--- config.mk ---
export PLATFORM = sky130hd
export DESIGN_NAME = imem_fetch_ctrl
export DESIGN_NICKNAME = d
export VERILOG_FILES = /design/src/rtl/imem_fetch_ctrl.sv
export SDC_FILE = /design/constraint.sdc
export NUM_CORES = 1
export LEC_CHECK = 0
export ABC_AREA = 1
export BUFFER_PORTS_ARGS = -buffer_cell sky130_fd_sc_hd__buf_2
export CAP_MARGIN = 10
export CELL_PAD_IN_SITES_DETAIL_PLACEMENT = 1
export CELL_PAD_IN_SITES_GLOBAL_PLACEMENT = 2
export CORE_AREA = 2 2 179 181
export CTS_CLUSTER_SIZE = 24
export DETAILED_ROUTE_END_ITERATION = 16
export DIE_AREA = 0 0 181 183
export GPL_TIMING_DRIVEN = 0
export PLACE_DENSITY_LB_ADDON = 0.1
export SKIP_CTS_REPAIR_TIMING = 1
export SYNTH_ARGS = -nofsm -noshare
export SYNTH_HDL_FRONTEND = slang
export SYNTH_SLANG_ARGS = --single-unit
--- constraint.sdc ---
create_clock -name clk -period 3.5 [get_ports clk]
set_input_delay 0 -clock clk [delete_from_list [all_inputs] [get_ports clk]]
set_output_delay 0 -clock clk [all_outputs]
set_load 0.02 [all_outputs]
--- src/rtl/imem_fetch_ctrl.sv ---
// imem_fetch_ctrl: boots the byte-wide instruction memory from a word loader,
// then drives the fetch PC (sequential / branch / jump / stall / halt).
//
// Loader handshake: a word transfers on a rising clk edge where ld_valid and
// ld_ready are both high. ld_data and ld_last are sampled only on that edge.
// ld_ready is high only while the sequencer is in LOAD. The sequencer never
// stalls a word it has accepted; each word takes one handshake cycle plus four
// byte-write cycles.
module imem_fetch_ctrl #(
  parameter int          ADDR_W   = 6,
  parameter logic [31:0] RESET_PC = 32'd0
) (
  input  logic              clk,
  input  logic              rst,
  input  logic              ld_valid,
  input  logic [31:0]       ld_data,
  input  logic              ld_last,
  output logic              ld_ready,
  output logic              mem_we,
  output logic [ADDR_W-1:0] mem_waddr,
  output logic [7:0]        mem_wdata,
  output logic [31:0]       I_mem_addr,
  input  logic [31:0]       IR,
  input  logic              stall,
  input  logic              br_taken,
  input  logic [15:0]       br_offset,
  input  logic              jmp,
  input  logic [25:0]       jmp_target,
  output logic [31:0]       instr,
  output logic              instr_valid,
  output logic [31:0]       pc_plus4,
  output logic              halted
);

  typedef enum logic [1:0] {
    ST_LOAD  = 2'd0,
    ST_WRITE = 2'd1,
    ST_RUN   = 2'd2,
    ST_HALT  = 2'd3
  } state_t;

  state_t            state;
  logic [ADDR_W-1:0] wr_ptr;
  logic [1:0]        byte_cnt;
  logic [31:0]       word_q;
  logic              last_q;
  logic [31:0]       pc;

  logic [ADDR_W-1:0] ptr_next;
  logic [1:0]        cnt_next;
  logic [31:0]       br_ext;
  logic [31:0]       next_pc;
  logic              next_oob;

  // Status outputs are plain decodes of the registered state.
  assign ld_ready    = (state == ST_LOAD);
  assign instr_valid = (state == ST_RUN);
  assign halted      = (state == ST_HALT);
  assign I_mem_addr  = pc;
  assign pc_plus4    = pc + 32'd4;
  assign instr       = IR;

  // Write-pointer and byte-lane bookkeeping for the current word.
  assign ptr_next = wr_ptr + ADDR_W'(4);
  assign cnt_next = byte_cnt + 2'd1;

  // Next-PC selection (jump beats branch) and the memory-range check.
  always_comb begin
    br_ext = {{14{br_offset[15]}}, br_offset, 2'b00};
    if (jmp) begin
      next_pc = {pc_plus4[31:28], jmp_target, 2'b00};
    end else if (br_taken) begin
      next_pc = pc_plus4 + br_ext;
    end else begin
      next_pc = pc_plus4;
    end
    next_oob = (next_pc[1:0] != 2'b00) || ((next_pc >> ADDR_W) != 32'd0);
  end

  // Sequencer: load words, spill them bytewise little-endian, then fetch.
  always_ff @(posedge clk or posedge rst) begin
    if (rst) begin
      state     <= ST_LOAD;
      pc        <= RESET_PC;
      wr_ptr    <= '0;
      byte_cnt  <= 2'd0;
      word_q    <= 32'd0;
      last_q    <= 1'b0;
      mem_we    <= 1'b0;
      mem_waddr <= '0;
      mem_wdata <= 8'd0;
    end else begin
      case (state)
        ST_LOAD: begin
          if (ld_valid) begin
            word_q    <= ld_data;
            last_q    <= ld_last;
            byte_cnt  <= 2'd0;
            mem_we    <= 1'b1;
            mem_waddr <= wr_ptr;
            mem_wdata <= ld_data[7:0];
            state     <= ST_WRITE;
          end
        end
        ST_WRITE: begin
          if (byte_cnt == 2'd3) begin
            mem_we   <= 1'b0;
            wr_ptr   <= ptr_next;
            byte_cnt <= 2'd0;
            pc       <= RESET_PC;
            // A wrapped pointer means the memory is full, so boot anyway.
            if (last_q || (ptr_next == '0)) begin
              state <= ST_RUN;
            end else begin
              state <= ST_LOAD;
            end
          end else begin
            byte_cnt  <= cnt_next;
            mem_waddr <= wr_ptr + ADDR_W'(cnt_next);
            mem_wdata <= word_q[{cnt_next, 3'b000} +: 8];
          end
        end
        ST_RUN: begin
          if (!stall) begin
            if (next_oob) begin
              state <= ST_HALT;
            end else begin
              pc <= next_pc;
            end
          end
        end
        ST_HALT: begin
          state <= ST_HALT;
        end
        default: begin
          state <= ST_LOAD;
        end
      endcase
    end
  end

endmodule

Word level (Yosys, flattened, before mapping)
Cells that the tools add are included.
{"block": "word_totals", "register_bits": 90, "latch_bits": 0, "ram_bits": 0, "rom_bits": 0, "in_bits": 113, "output_inout_bits": 114, "wordCells": 64, "memories": 0}
{"block": "op_classes", "add_sub_neg": 5, "mul": 0, "n_div": 0, "n_lt_le_gt_ge": 0, "n_eq_ne": 10, "shifts": 1, "muxes": 24, "n_bitwise": 0, "reduce_logical": 15}
{"cell": "two-way mux 32 bit", "count": 5}
{"cell": "one-hot mux 32 bit (2 select lines)", "count": 1}
{"cell": "adder 32 x 3 -> 32 bit, second input constant", "count": 1}
{"cell": "adder 32 bit", "count": 1}
{"cell": "nonzero test 32 bit", "count": 1}
{"cell": "variable part select 32 x 6 -> 8 bit", "count": 1}
{"cell": "two-way mux 8 bit", "count": 2}
{"cell": "one-hot mux 8 bit (2 select lines)", "count": 1}
{"cell": "two-way mux 2 bit", "count": 7}
{"cell": "two-way mux 6 bit", "count": 2}
{"cell": "one-hot mux 6 bit (2 select lines)", "count": 1}
{"cell": "inequality test 2 bit, second input constant", "count": 5}
{"cell": "one-hot mux 2 bit (4 select lines)", "count": 1}
{"cell": "AND reduction 4 bit", "count": 2}
{"cell": "adder 6 x 2 -> 6 bit", "count": 1}
{"cell": "adder 6 x 3 -> 6 bit, second input constant", "count": 1}
{"cell": "equality test 2 bit, second input constant", "count": 3}
{"cell": "logical NOT 6 bit", "count": 1}
{"cell": "AND reduction 2 bit", "count": 3}
{"cell": "AND reduction 3 bit", "count": 2}
{"cell": "nonzero test 2 bit", "count": 3}
{"cell": "one-hot mux 2 bit (2 select lines)", "count": 1}
{"cell": "adder 2 x 1 -> 2 bit, second input constant", "count": 1}
{"cell": "equality test 2 x 1 -> 1 bit, second input constant", "count": 1}
{"cell": "other kinds (5)", "count": 7}

Longest topological paths before layout
Gate-level depths: netlist of run 1.
{"block": "logic_depth", "ltp_word": 9, "depth_mapped": 30, "ltp_nobuf": 30}

Least setup slack after synthesis of run 1
OpenSTA, ideal clock, no wires.
{"block": "synth_path", "path_kind": "register -> register", "from": "register pc[2] (netlist: I_mem_addr[2])", "to": "register pc[11] (netlist: I_mem_addr[11])", "setup_time_ps": 133, "arrival_ps": 3470, "required_ps": 3367, "path_slack_ps": -102, "path_stages_with_launch": 27, "synth_period_minus_slack_ps": 3602, "cell_sequence": "dfrtp_1 > ha_1 > nand3_1 > inv_2 > nand2_2 > nor2_4 > nand2_2 > nor3_2 > xor2_1 > inv_1 > ha_1 > inv_1 > nor3_1 > nand2_1 > nor2_1 > nand2_1 > nand3_1 > nand3_1 > nand2_1 > nand2_1 > nor2_1 > nand2_1 > nor2_2 > nand2_2 > nand2_4 > buf_4 > a21oi_1"}
{"block": "synth_between", "elab_chain_cells": 8}
{"item": "from (decl)", "line_no": "47", "rtl": "logic [31:0] pc;"}
{"item": "from (signal assigned)", "line_no": "128", "rtl": "pc <= next_pc;"}
{"item": "adder 32 x 3 -> 32 bit (*)", "line_no": "60", "rtl": "assign pc_plus4 = pc + 32'd4;"}
{"item": "net pc_plus4[30]", "line_no": "31", "rtl": "output logic [31:0] pc_plus4,"}
{"item": "adder 32 bit", "line_no": "73", "rtl": "next_pc = pc_plus4 + br_ext;"}
{"item": "two-way mux 32 bit", "line_no": "72", "rtl": "end else if (br_taken) begin"}
{"item": "two-way mux 32 bit (*)", "line_no": "70", "rtl": "if (jmp) begin"}
{"item": "nonzero test 32 bit (*)", "line_no": "77", "rtl": "next_oob = (next_pc[1:0] != 2'b00) || ((next_pc >> ADDR_W) != 32'd0);"}
{"item": "logical OR 1 bit (*)", "line_no": "77"}
{"item": "inequality test 2 bit (no source line) (*)"}
{"item": "AND reduction 4 bit (no source line) (*)"}
Mark *: on every way through the listed nets, which the timed path passes. The rest lies on a longest branch. The select of a mux whose other input is x is not followed.
A chain may end at the register's enable or synchronous reset.

Worst setup path after layout of run 1
{"block": "layout_path", "from": "register pc[2] (netlist: I_mem_addr[2])", "to": "register pc[4] (netlist: I_mem_addr[4])"}
{"block": "layout_between", "elab_chain_cells": 8}
{"item": "adder 32 x 3 -> 32 bit (*)", "line_no": "60"}
{"item": "adder 32 bit", "line_no": "73"}
{"item": "two-way mux 32 bit", "line_no": "72"}
{"item": "two-way mux 32 bit (*)", "line_no": "70"}
{"item": "nonzero test 32 bit", "line_no": "77"}
{"item": "logical OR 1 bit", "line_no": "77"}
{"item": "inequality test 2 bit (no source line)"}
{"item": "AND reduction 4 bit (no source line)"}
Mark *: on every way between the ends. The rest lies on a longest branch, timed or not. The select of a mux whose other input is x is not followed.

==> results of run 1 <==
-- layout make-up --
type | count | area (um^2) | share of cell area (%)
clock inverter | 4 | 47.55 | 0.4453
sequential | 88 | 2211 | 20.71
inverter | 191 | 726.9 | 6.809
tap | 402 | 503.0 | 4.711
buffer | 62 | 402.9 | 3.774
clock buffer | 11 | 232.7 | 2.180
timing repair buffer | 254 | 1546 | 14.48
multi-input combinational | 866 | 5006 | 46.89
-- logic make-up after synthesis --
kind of cell | share of synthesized area [%]
DFF | 28.53
buffers and inverters | 14.20
adders and majority gates | 6.257
AOI/OAI and AO/OA | 8.235
xor gates and xnor gates | 1.362
and+or+nand+nor | 36.16
muxes | 5.252
-- per-layer routing --
layer  share of wire, %  global-route usage, %  vias up
li1                   -                      -     4284
met1                 44                  23.05     3982
met2                 52                  35.08      129
met3                2.7                  1.668       14
met4               0.94                  3.252        0
met5                  0                      0        -
-- worst paths after layout --
| kind | endpoint | from | slack [ps] | depth (start not counted) |
|---|---|---|---|---|
| max in group asynchronous | word_q[20] | rst | 2610 | 4 |
| hold / removal | state[0] | ld_valid | 20 | 3 |
| hold reg to reg | mem_we | mem_we | 480 | 2 |
| setup reg to reg | I_mem_addr[4] | I_mem_addr[2] | -370 | 27 |
| min in group asynchronous | I_mem_addr[0] | rst | 230 | 3 |
| setup / recovery | I_mem_addr[4] | I_mem_addr[2] | -370 | 27 |
-- flip-flops by register name, indices dropped and copies added, names as in the netlist --
signal and cells:
I_mem_addr 32, byte_cnt 2, last_q 1, mem_waddr 6, mem_wdata 8, mem_we 1
state 2, word_q 32, wr_ptr 4
-- through the flow --
stage,hold slack (ps),total power [mW],instance area (um^2),setup TNS (ps),setup WS (ps)
CTS,-314.0,2.447,9500,-31980,-983.0
floorplan,112.6,1.323,7721,0,3.495
global placement,218.5,1.492,9190,-37580,-931.0
detailed placement,50.63,1.499,9220,-30900,-951.2
global route,31.31,2.614,10680,-20930,-647.5
finish,22.41,2.480,10680,-11520,-368.8
-- power by group --
| group | switching [mW] | leakage (nW) | total [mW] | internal (mW) |
|---|---|---|---|---|
| logic | 0.311 | 4.63 | 0.525 | 0.213 |
| registers | 0 | 1.02 | 1.02 | 1.02 |
| clock network | 0.391 | 0.135 | 0.939 | 0.548 |
-- worst max-delay path: stages (launching register included) --
cell	delay, ps
dfrtp_2	450
ha_4	170
nand3_4	100
inv_6	110
nand2_8	70
nor2_4	200
nand2_2	90
nor2_2	130
xor2_2	240
inv_2	90
ha_4	300
nand2_1	110
nor3_4	190
nand2_2	100
nor2_1	110
nand2_1	90
nand2_1	90
nand2_2	60
nand4_1	120
nand2_1	70
nor2_2	110
nand2_1	70
nor2_2	150
nand2_4	110
nand2_8	130
clkbuf_16	170
nand3_2	60
nand2_1	70
-- cell usage in the layout (no fill, tap or decap), types with 9 or more instances in the layout --
master / count
clkbuf_16: 10
nand2_2: 26
inv_1: 179
nand3_1: 96
ha_4: 9
clkbuf_1: 20
nand3_2: 9
nand4_1: 14
o21ai_0: 30
mux2_2: 36
dlygate4sd3_1: 34
nor2_1: 77
buf_4: 59
a21oi_2: 9
nand2_1: 377
nor2_2: 23
dfrtp_1: 81
buf_2: 196
ha_1: 22
a21oi_1: 37
==> run summary, run 1 <==
Outcome: finished with violations
Failing checks: setup timing
Clk root buf: clkbuf_16
# H-tree levels: 3
Synth area leaders: dfrtp_1 (29%), nand2_1 (20%), inv_1 (9.2%), nand3_1 (6.9%), ha_1 (6.0%)
Ys async rst share: 100.0%
Setup WS post-layout: -368.8 ps
Routed vias/inst: 4.478
TritonCTS clock tree: built
Grt ovf: 0
PwrDens: 232.3 mW/mm^2
Syn_area_per_cell: 6.395 um^2
Crit Path Class: register to register
RSZ-0062 raised after global routing: true
Routed via count: 8,409
Clock Latency Late Sink: 340 ps
Average routed wire per standard cell: 16.81 um
Nets: 1,623
Clock transition at path regs: 70 ps
Initial DRC count: 266
Count leader, synth: nand2_1
Largest net degree at the start of global routing: 57
Startpoint types: register
Cell taking the most area after synthesis: dfrtp_1
Port bufs: 193
Chip height: 183 um
Max-slew headroom: 48.38%
Hold WC Path Type: input port to register
Crit path DAT: 4150 ps
Die Width: 181 um
Clock buffer depth: 2
GP Congestion: 0.8119
Antenna violations before repair: 0
Final Non-Filler Cells: 1,878
Number of flops mapped to enable cells by yosys: 0
Worst-Margin Slew: 774.4 ps
# diodes: 0
Max Slew Vio Count: 0
Drt total wl: 31.57 mm
Vias in the first global route: 8,450
Yosys warns: 0
Mapped cell area: 0.007719 mm^2
Clock skew: 9.202 ps
Syn_nets: 1,358
Total Die Area: 0.03312 mm^2
Syn Inst Count: 1,207
Core area: 0.03123 mm^2
# Max-Cap Violations: 0
Fin util: 34.19%
Crit path capture type: register
Clock sink total: 88
#FFs+latches synth: 88
Register area share after synthesis: 28.53%
Top post-synthesis cells by count: nand2_1 (403), inv_1 (189), nand3_1 (107), nor2_1 (99), dfrtp_1 (88)
Starting density of the core: 24.72%
DR pass1 iterations: 4
DRC Markers: 0
Req. time, crit path: 3780 ps
GR Util All Layers: 18.53%
Placed Cells incl. Taps: 1,803
First-pass GRT wire length: 47.19 mm
Share of cells above drive strength 1: 30.56%
Library cells used by synthesis: 39
Final-report setup violation count: 34
Achievable frequency: 258.5 MHz
Fin. Hold Viols: 0
Min cycle time layout: 3869 ps
Antenna viol nets, final: 0
Synth-to-Final Area Change: 38.32%
Leak: 5.782 nW
Fillers: 3,986
Core Rows: 65
Main flop type after synthesis: dfrtp_1
Io pins: 227
Number of buffers created by CTS: 9
Critical Path Fanout Max: 7
Final worst path period share: 110.5%
Top-area cell type share of the netlist area: 28.53%
Peak supply drop: 0.0002302 V
Post-DP HPWL: 26.36 mm
No activity file was read; power rests on OpenSTA's default activity.
==> run 2: changes to the inputs <==
BUFFER_PORTS_ARGS = -buffer_cell sky130_fd_sc_hd__buf_4   (was -buffer_cell sky130_fd_sc_hd__buf_2)
==> run 2 against run 1 <==
The run ends with hold timing, setup timing left. Setup slack worse by 27 ps. Sequential share of layout area shrank 1.3 points. Wire length grew 1.8%. Clock-buffer cell count up 1. Combinational power is 8.2% higher. First-iteration DRC count shrank 0.75%. Utilization is 2.3 points higher. Sequential power about the same. Critical path depth up 1. Sequential cell count stayed put.
==> run summary, run 2 (synthesis results as in run 1) <==
Outcome: finished with violations
Failing checks: hold timing, setup timing
Io pins: 227 (unchanged)
Min cycle time layout: 3896 ps (+27.39 ps)
Setup WS post-layout: -396.2 ps (-27.39 ps)
TritonCTS clock tree: built
Combinational Power Share: 21.9% (+0.7 points)
Port bufs: 193 (unchanged)
Max-slew headroom: 45.48% (-2.9 points)
Final-report setup violation count: 34 (unchanged)
Achievable frequency: 256.7 MHz (-0.70%)
Post-DP Area: 0.009703 mm^2 (+5.2%)
Antenna viol nets, final: 0 (unchanged)
Worst path max stage delay: 480 ps (+30 ps)
Clock buffer depth: 2 (unchanged)
Routed via count: 8,447 (+0.45%)
# Max-Cap Violations: 0 (unchanged)
Peak supply drop: 0.0002237 V (-2.8%)
Core Rows: 65 (unchanged)
Met1 wire length: 14.01 mm (+0.89%)
Total Die Area: 0.03312 mm^2 (unchanged)
Max Slew Vio Count: 0 (unchanged)
Drt total wl: 32.13 mm (+1.8%)
DR pass1 iterations: 4 (unchanged)
DRC Markers: 0 (unchanged)
Grt ovf: 0 (unchanged)
Largest net degree at the start of global routing: 52 (-8.8%)
Crit path DAT: 4090 ps (-60 ps)
Most common cell after layout, fill and taps aside: nand2_1
RSZ-0062 raised after global routing: true
# diodes: 0 (unchanged)
DR top layer: met4
Flop2flop setup slack: -400 ps (-30 ps)
Routed wl met2: 16.99 mm (+2.7%)
Clock Latency Late Sink: 340 ps (about the same)
Nets: 1,624 (+0.062%)
Initial DRC count: 264 (-0.75%)
Fin util: 36.48% (+2.3 points)
Switching share of power: 28.02% (-0.28 points)
Clock skew: 7.374 ps (-1.828 ps)
Cell mode on critical path: nand2_1
Met3 routed WL: 849 um (+0.71%)
Routed vias/inst: 4.493 (+0.35%)
Crit path capture type: register
Hold WC Path Type: input port to register
Multi-input gate area: 0.005181 mm^2 (+3.5%)
Worst-Margin Slew: 817.8 ps (+43.48 ps)
Post-DP HPWL: 26.42 mm (+0.25%)
Number of buffers created by CTS: 9 (unchanged)
Leak: 6.066 nW (+4.9%)
Share of cells above drive strength 1: 32.68% (+2.1 points)
Critical Path Fanout Max: 8 (+1)
Cell internal pwr: 1.862 mW (+4.7%)
Crit path buffers/inverters: 4 (+1)
Crit Path Class: register to register
Clk root buf: clkbuf_16
Core area: 0.03123 mm^2 (unchanged)
Vias in the first global route: 8,423 (-0.32%)
Final worst path period share: 111.3% (+0.78 points)
PwrDens: 227.1 mW/mm^2 (-2.2%)
Slowest-stage cell, CP: dfrtp_2
GP Congestion: 0.8062 (-0.70%)
First-pass GRT wire length: 47.71 mm (+1.1%)
Reg area: 0.002211 mm^2 (unchanged)
Chip height: 183 um (unchanged)
Fin. Hold Viols: 1 (+1)
Synth-to-Final Area Change: 47.61%
Setup TNS: -12,000 ps (-478.9 ps)
Fillers: 3,961 (-0.63%)
Startpoint types: register
Clock power frac: 38.8% (+1.0 points)
Commonest non-fill, non-tap cells in the layout: nand2_1 (372), buf_4 (250), inv_1 (177)
Switching pwr: 725.2 uW (+3.3%)
Die Width: 181 um (unchanged)
Antenna violations before repair: 0 (unchanged)
Sequential Power Share: 39.3% (-1.7 points)
# H-tree levels: 3 (unchanged)
Starting density of the core: 24.72% (unchanged)
Average routed wire per standard cell: 17.09 um (+1.7%)
Req. time, crit path: 3690 ps (-90 ps)
Clock transition at path regs: 60 ps (about the same)
GR Util All Layers: 18.72% (+0.20 points)
Worst Hold Slack: -14.39 ps (-36.80 ps)
Crit path max-delay family: simple AND/OR/NAND/NOR gates
Final Instance Area: 0.01139 mm^2 (+6.7%)
Clock sink total: 88 (unchanged)
## run 2: worst paths after layout
kind                                from        endpoint  cells after the start
max                        I_mem_addr[2]  I_mem_addr[25]                     28
min                             ld_valid        state[0]                      3
max reg2reg                I_mem_addr[2]  I_mem_addr[25]                     28
min reg2reg                       mem_we          mem_we                      2
max in group asynchronous            rst  I_mem_addr[10]                      4
min in group asynchronous            rst    mem_waddr[3]                      3
## run 2: final cells by class
class | instances | area share, %
Clock buffer | 12 | 2.251
Multi-Input combinational cell | 867 | 45.48
Buffer | 62 | 3.492
Sequential cell | 88 | 19.40
Tap cell | 402 | 4.415
Clock inverter | 4 | 0.4612
Inverter | 191 | 6.380
Timing Repair Buffer | 254 | 18.12
## run 2: worst register-to-register path: cells and delay by family, from the launching register on
kind / cells / cell delay, ps
and+or+nand+nor: 19 / 1950
DFF: 1 / 480
adders and majority gates: 2 / 440
buffers and inverters: 4 / 400
xor gates and xnor gates: 1 / 270
AOI/OAI and AO/OA: 2 / 230
## run 2: metrics by stage
step	setup WS, ps	power [mW]	instances
floorplan	3.495	1.323	1207
global placement	-922.4	1.528	1802
detailed placement	-949.6	1.536	1803
CTS	-973.4	2.551	1819
global route	-632.0	2.717	1880
finish	-396.2	2.588	1880
## run 2: power by group through the flow
stage	combinational, mW	clock (mW)	sequential (mW)
global route	0.635	1.07	1.02
finish	0.568	1.00	1.02
floorplan	0.287	0	1.04
CTS	0.501	1.03	1.02
global placement	0.492	0	1.04
detailed placement	0.500	0	1.04
## run 2: routing by layer
metal | global-route usage [%] | vias to the layer above
li1 | - | 4300
met5 | 0 | -
met3 | 1.549 | 15
met1 | 23.15 | 4001
met2 | 35.63 | 131
met4 | 3.512 | 0
==> run 3: changes to the inputs <==
CORE_AREA = 2 2 170 172   (was 2 2 179 181)
DIE_AREA = 0 0 172 174   (was 0 0 181 183)
clock period = 3.9 ns   (was 3.5 ns; I/O delays follow)
==> run 3 against run 2 <==
The run now ends clean. Critical path depth shrank 1. Clock skew shrank 1.1 ps. Combinational power shrank 11%. Utilization grew 3.4 points. Sequential cell count is the same. Cell count shrank 0.59%. Register-to-register slack gained 440 ps. Sequential share of layout area grew 0.25 points. Maximum frequency grew 1.2%. Critical endpoint is now I_mem_addr[3]. Largest power group is now the clock network. Highest routed layer unchanged.
==> run summary, run 3 (synthesis results as in run 1) <==
RSZ-0062 raised after global routing: true
Cell mode on critical path: nand2_1
First-pass GRT wire length: 46.36 mm (-2.8%)
Setup WS post-layout: 48.23 ps (+444.5 ps)
Number of buffers created by CTS: 9 (unchanged)
Chip height: 174 um (-4.9%)
Min cycle time layout: 3852 ps (-44.46 ps)
TritonCTS clock tree: built
Crit Path Class: register to register
Flop2flop setup slack: 50 ps (+440 ps)
Clock sink total: 88 (unchanged)
Antenna violations before repair: 0 (unchanged)
Crit path DAT: 4130 ps (+40 ps)
Core Rows: 62 (-4.6%)
Average routed wire per standard cell: 16.79 um (-1.8%)
Fin util: 39.89% (+3.4 points)
Hold WC Path Type: input port to register
Initial DRC count: 262 (-0.76%)
Io pins: 227 (unchanged)
Routed vias/inst: 4.553 (+1.3%)
Synth-to-Final Area Change: 45.92%
Port bufs: 193 (unchanged)
Outcome: complete, no violations
DR pass1 iterations: 4 (unchanged)
Max Slew Vio Count: 0 (unchanged)
Drt total wl: 31.38 mm (-2.3%)
Nets: 1,631 (+0.43%)
Design Power: 2.368 mW (-8.5%)
Grt ovf: 0 (unchanged)
Final-report setup violation count: 0 (-100%)
R2R depth: 27 (-3.6%)
Share of cells above drive strength 1: 30.77% (-1.9 points)
Sequential Power Share: 38.5% (-0.8 points)
Grt met3 use: 2.209% (+0.66 points)
Core area: 0.02824 mm^2 (-9.6%)
# Max-Cap Violations: 0 (unchanged)
Startpoint types: register
Combinational Power Share: 21.3% (-0.6 points)
Commonest non-fill, non-tap cells in the layout: nand2_1 (378), buf_4 (259), inv_1 (178)
Worst Hold Slack: 27.28 ps (+41.67 ps)
GR Util All Layers: 20.24% (+1.5 points)
Placed Cells incl. Taps: 1,785 (-1.0%)
Switching share of power: 26.82% (-1.2 points)
Global route hottest layer: met2
Final Non-Filler Cells: 1,869 (-0.59%)
Achievable frequency: 259.6 MHz (+1.2%)
Critical Path Fanout Max: 7 (-1)
Crit path capture type: register
Die Width: 172 um (-5.0%)
GR Layer Usage met1: 24.91% (+1.8 points)
Worst path max stage delay: 450 ps (-30 ps)
DRC Markers: 0 (unchanged)
Clock skew: 6.236 ps (-1.138 ps)
Vias in the first global route: 8,422 (-0.012%)
Fin. Hold Viols: 0 (-1)
Hold Path Stages: 3 (unchanged)
Most common cell after layout, fill and taps aside: nand2_1
Peak supply drop: 0.0002230 V (-0.29%)
Total Die Area: 0.02993 mm^2 (-9.6%)
Routed via count: 8,510 (+0.75%)
Max-slew headroom: 50.70% (+5.2 points)
Antenna viol nets, final: 0 (unchanged)
Switching pwr: 634.9 uW (-12%)
Starting density of the core: 27.34% (+2.6 points)
PwrDens: 210.2 mW/mm^2 (-7.4%)
Cell internal pwr: 1.733 mW (-7.0%)
Largest net degree at the start of global routing: 53 (+1.9%)
Worst-Margin Slew: 739.6 ps (-78.28 ps)
Clk root buf: clkbuf_16
# diodes: 0 (unchanged)
Clock power frac: 40.1% (+1.3 points)
Clock buffer depth: 2 (unchanged)
Pre-CTS setup slack: -647.6 ps (+302.0 ps)
Clock transition at path regs: 60 ps (about the same)
Clock Latency Late Sink: 340 ps (about the same)
Global Route met2 Usage: 37.72% (+2.1 points)
Leak: 6.058 nW (-0.12%)
Post-DP HPWL: 25.74 mm (-2.6%)
Final worst path period share: 98.76% (-13 points)
Slowest-stage cell, CP: dfrtp_2
GP Congestion: 0.8157 (+1.2%)
# H-tree levels: 3 (unchanged)
Req. time, crit path: 4180 ps (+490 ps)
==> run 3: path summary, 6_finish.rpt <==
check	startpoint	endpoint
max in group asynchronous	rst	I_mem_addr[7]
setup reg to reg	I_mem_addr[2]	I_mem_addr[3]
hold / removal	ld_valid	state[0]
setup / recovery	I_mem_addr[2]	I_mem_addr[3]
min in group asynchronous	rst	word_q[27]
hold reg to reg	word_q[25]	word_q[25]
==> run 3: area by class of cell <==
| cell class | instances | area, um^2 |
|---|---|---|
| buffer | 62 | 397.9 |
| clock buffer | 11 | 252.7 |
| clock inverter | 5 | 78.83 |
| fill | 3598 | 16970 |
| inverter | 191 | 724.4 |
| multi-input combinational | 866 | 5009 |
| sequential | 88 | 2213 |
| tap | 384 | 480.5 |
| timing repair buffer | 262 | 2107 |
==> run 3: critical path: cells and delay by family, from the launching register on <==
kind | cells | cell delay (ps)
adders and majority gates | 2 | 490
xor gates and xnor gates | 1 | 210
buffers and inverters | 3 | 370
and+or+nand+nor | 21 | 2230
DFF | 1 | 450
==> run 3: power groups by stage <==
stage                     clock, mW  sequential, mW  combinational, mW
final                         0.950           0.913              0.505
after detailed placement          0           0.930              0.445
after floorplan                   0           0.930              0.258
after CTS                     0.979           0.912              0.446
after global placement            0           0.930              0.437
after global routing           1.01           0.912              0.563
==> run 3: per-stage QoR <==
stage / instance area (um^2) / TNS [ps]
6_report: 11260 / 0
5_1_grt: 11260 / -5370
3_5_place_dp: 9678 / -20260
3_3_place_gp: 9648 / -18450
4_1_cts: 10010 / -20810
2_1_floorplan: 7719 / 0
==> run 3: metal layers <==
layer / share of wire [%] / vias up / wire (um)
met5: 0 / - / 0
met2: 53 / 148 / 16670
met1: 42 / 4038 / 13170
met3: 3.4 / 27 / 1067
met4: 1.5 / 0 / 473
li1: - / 4297 / -
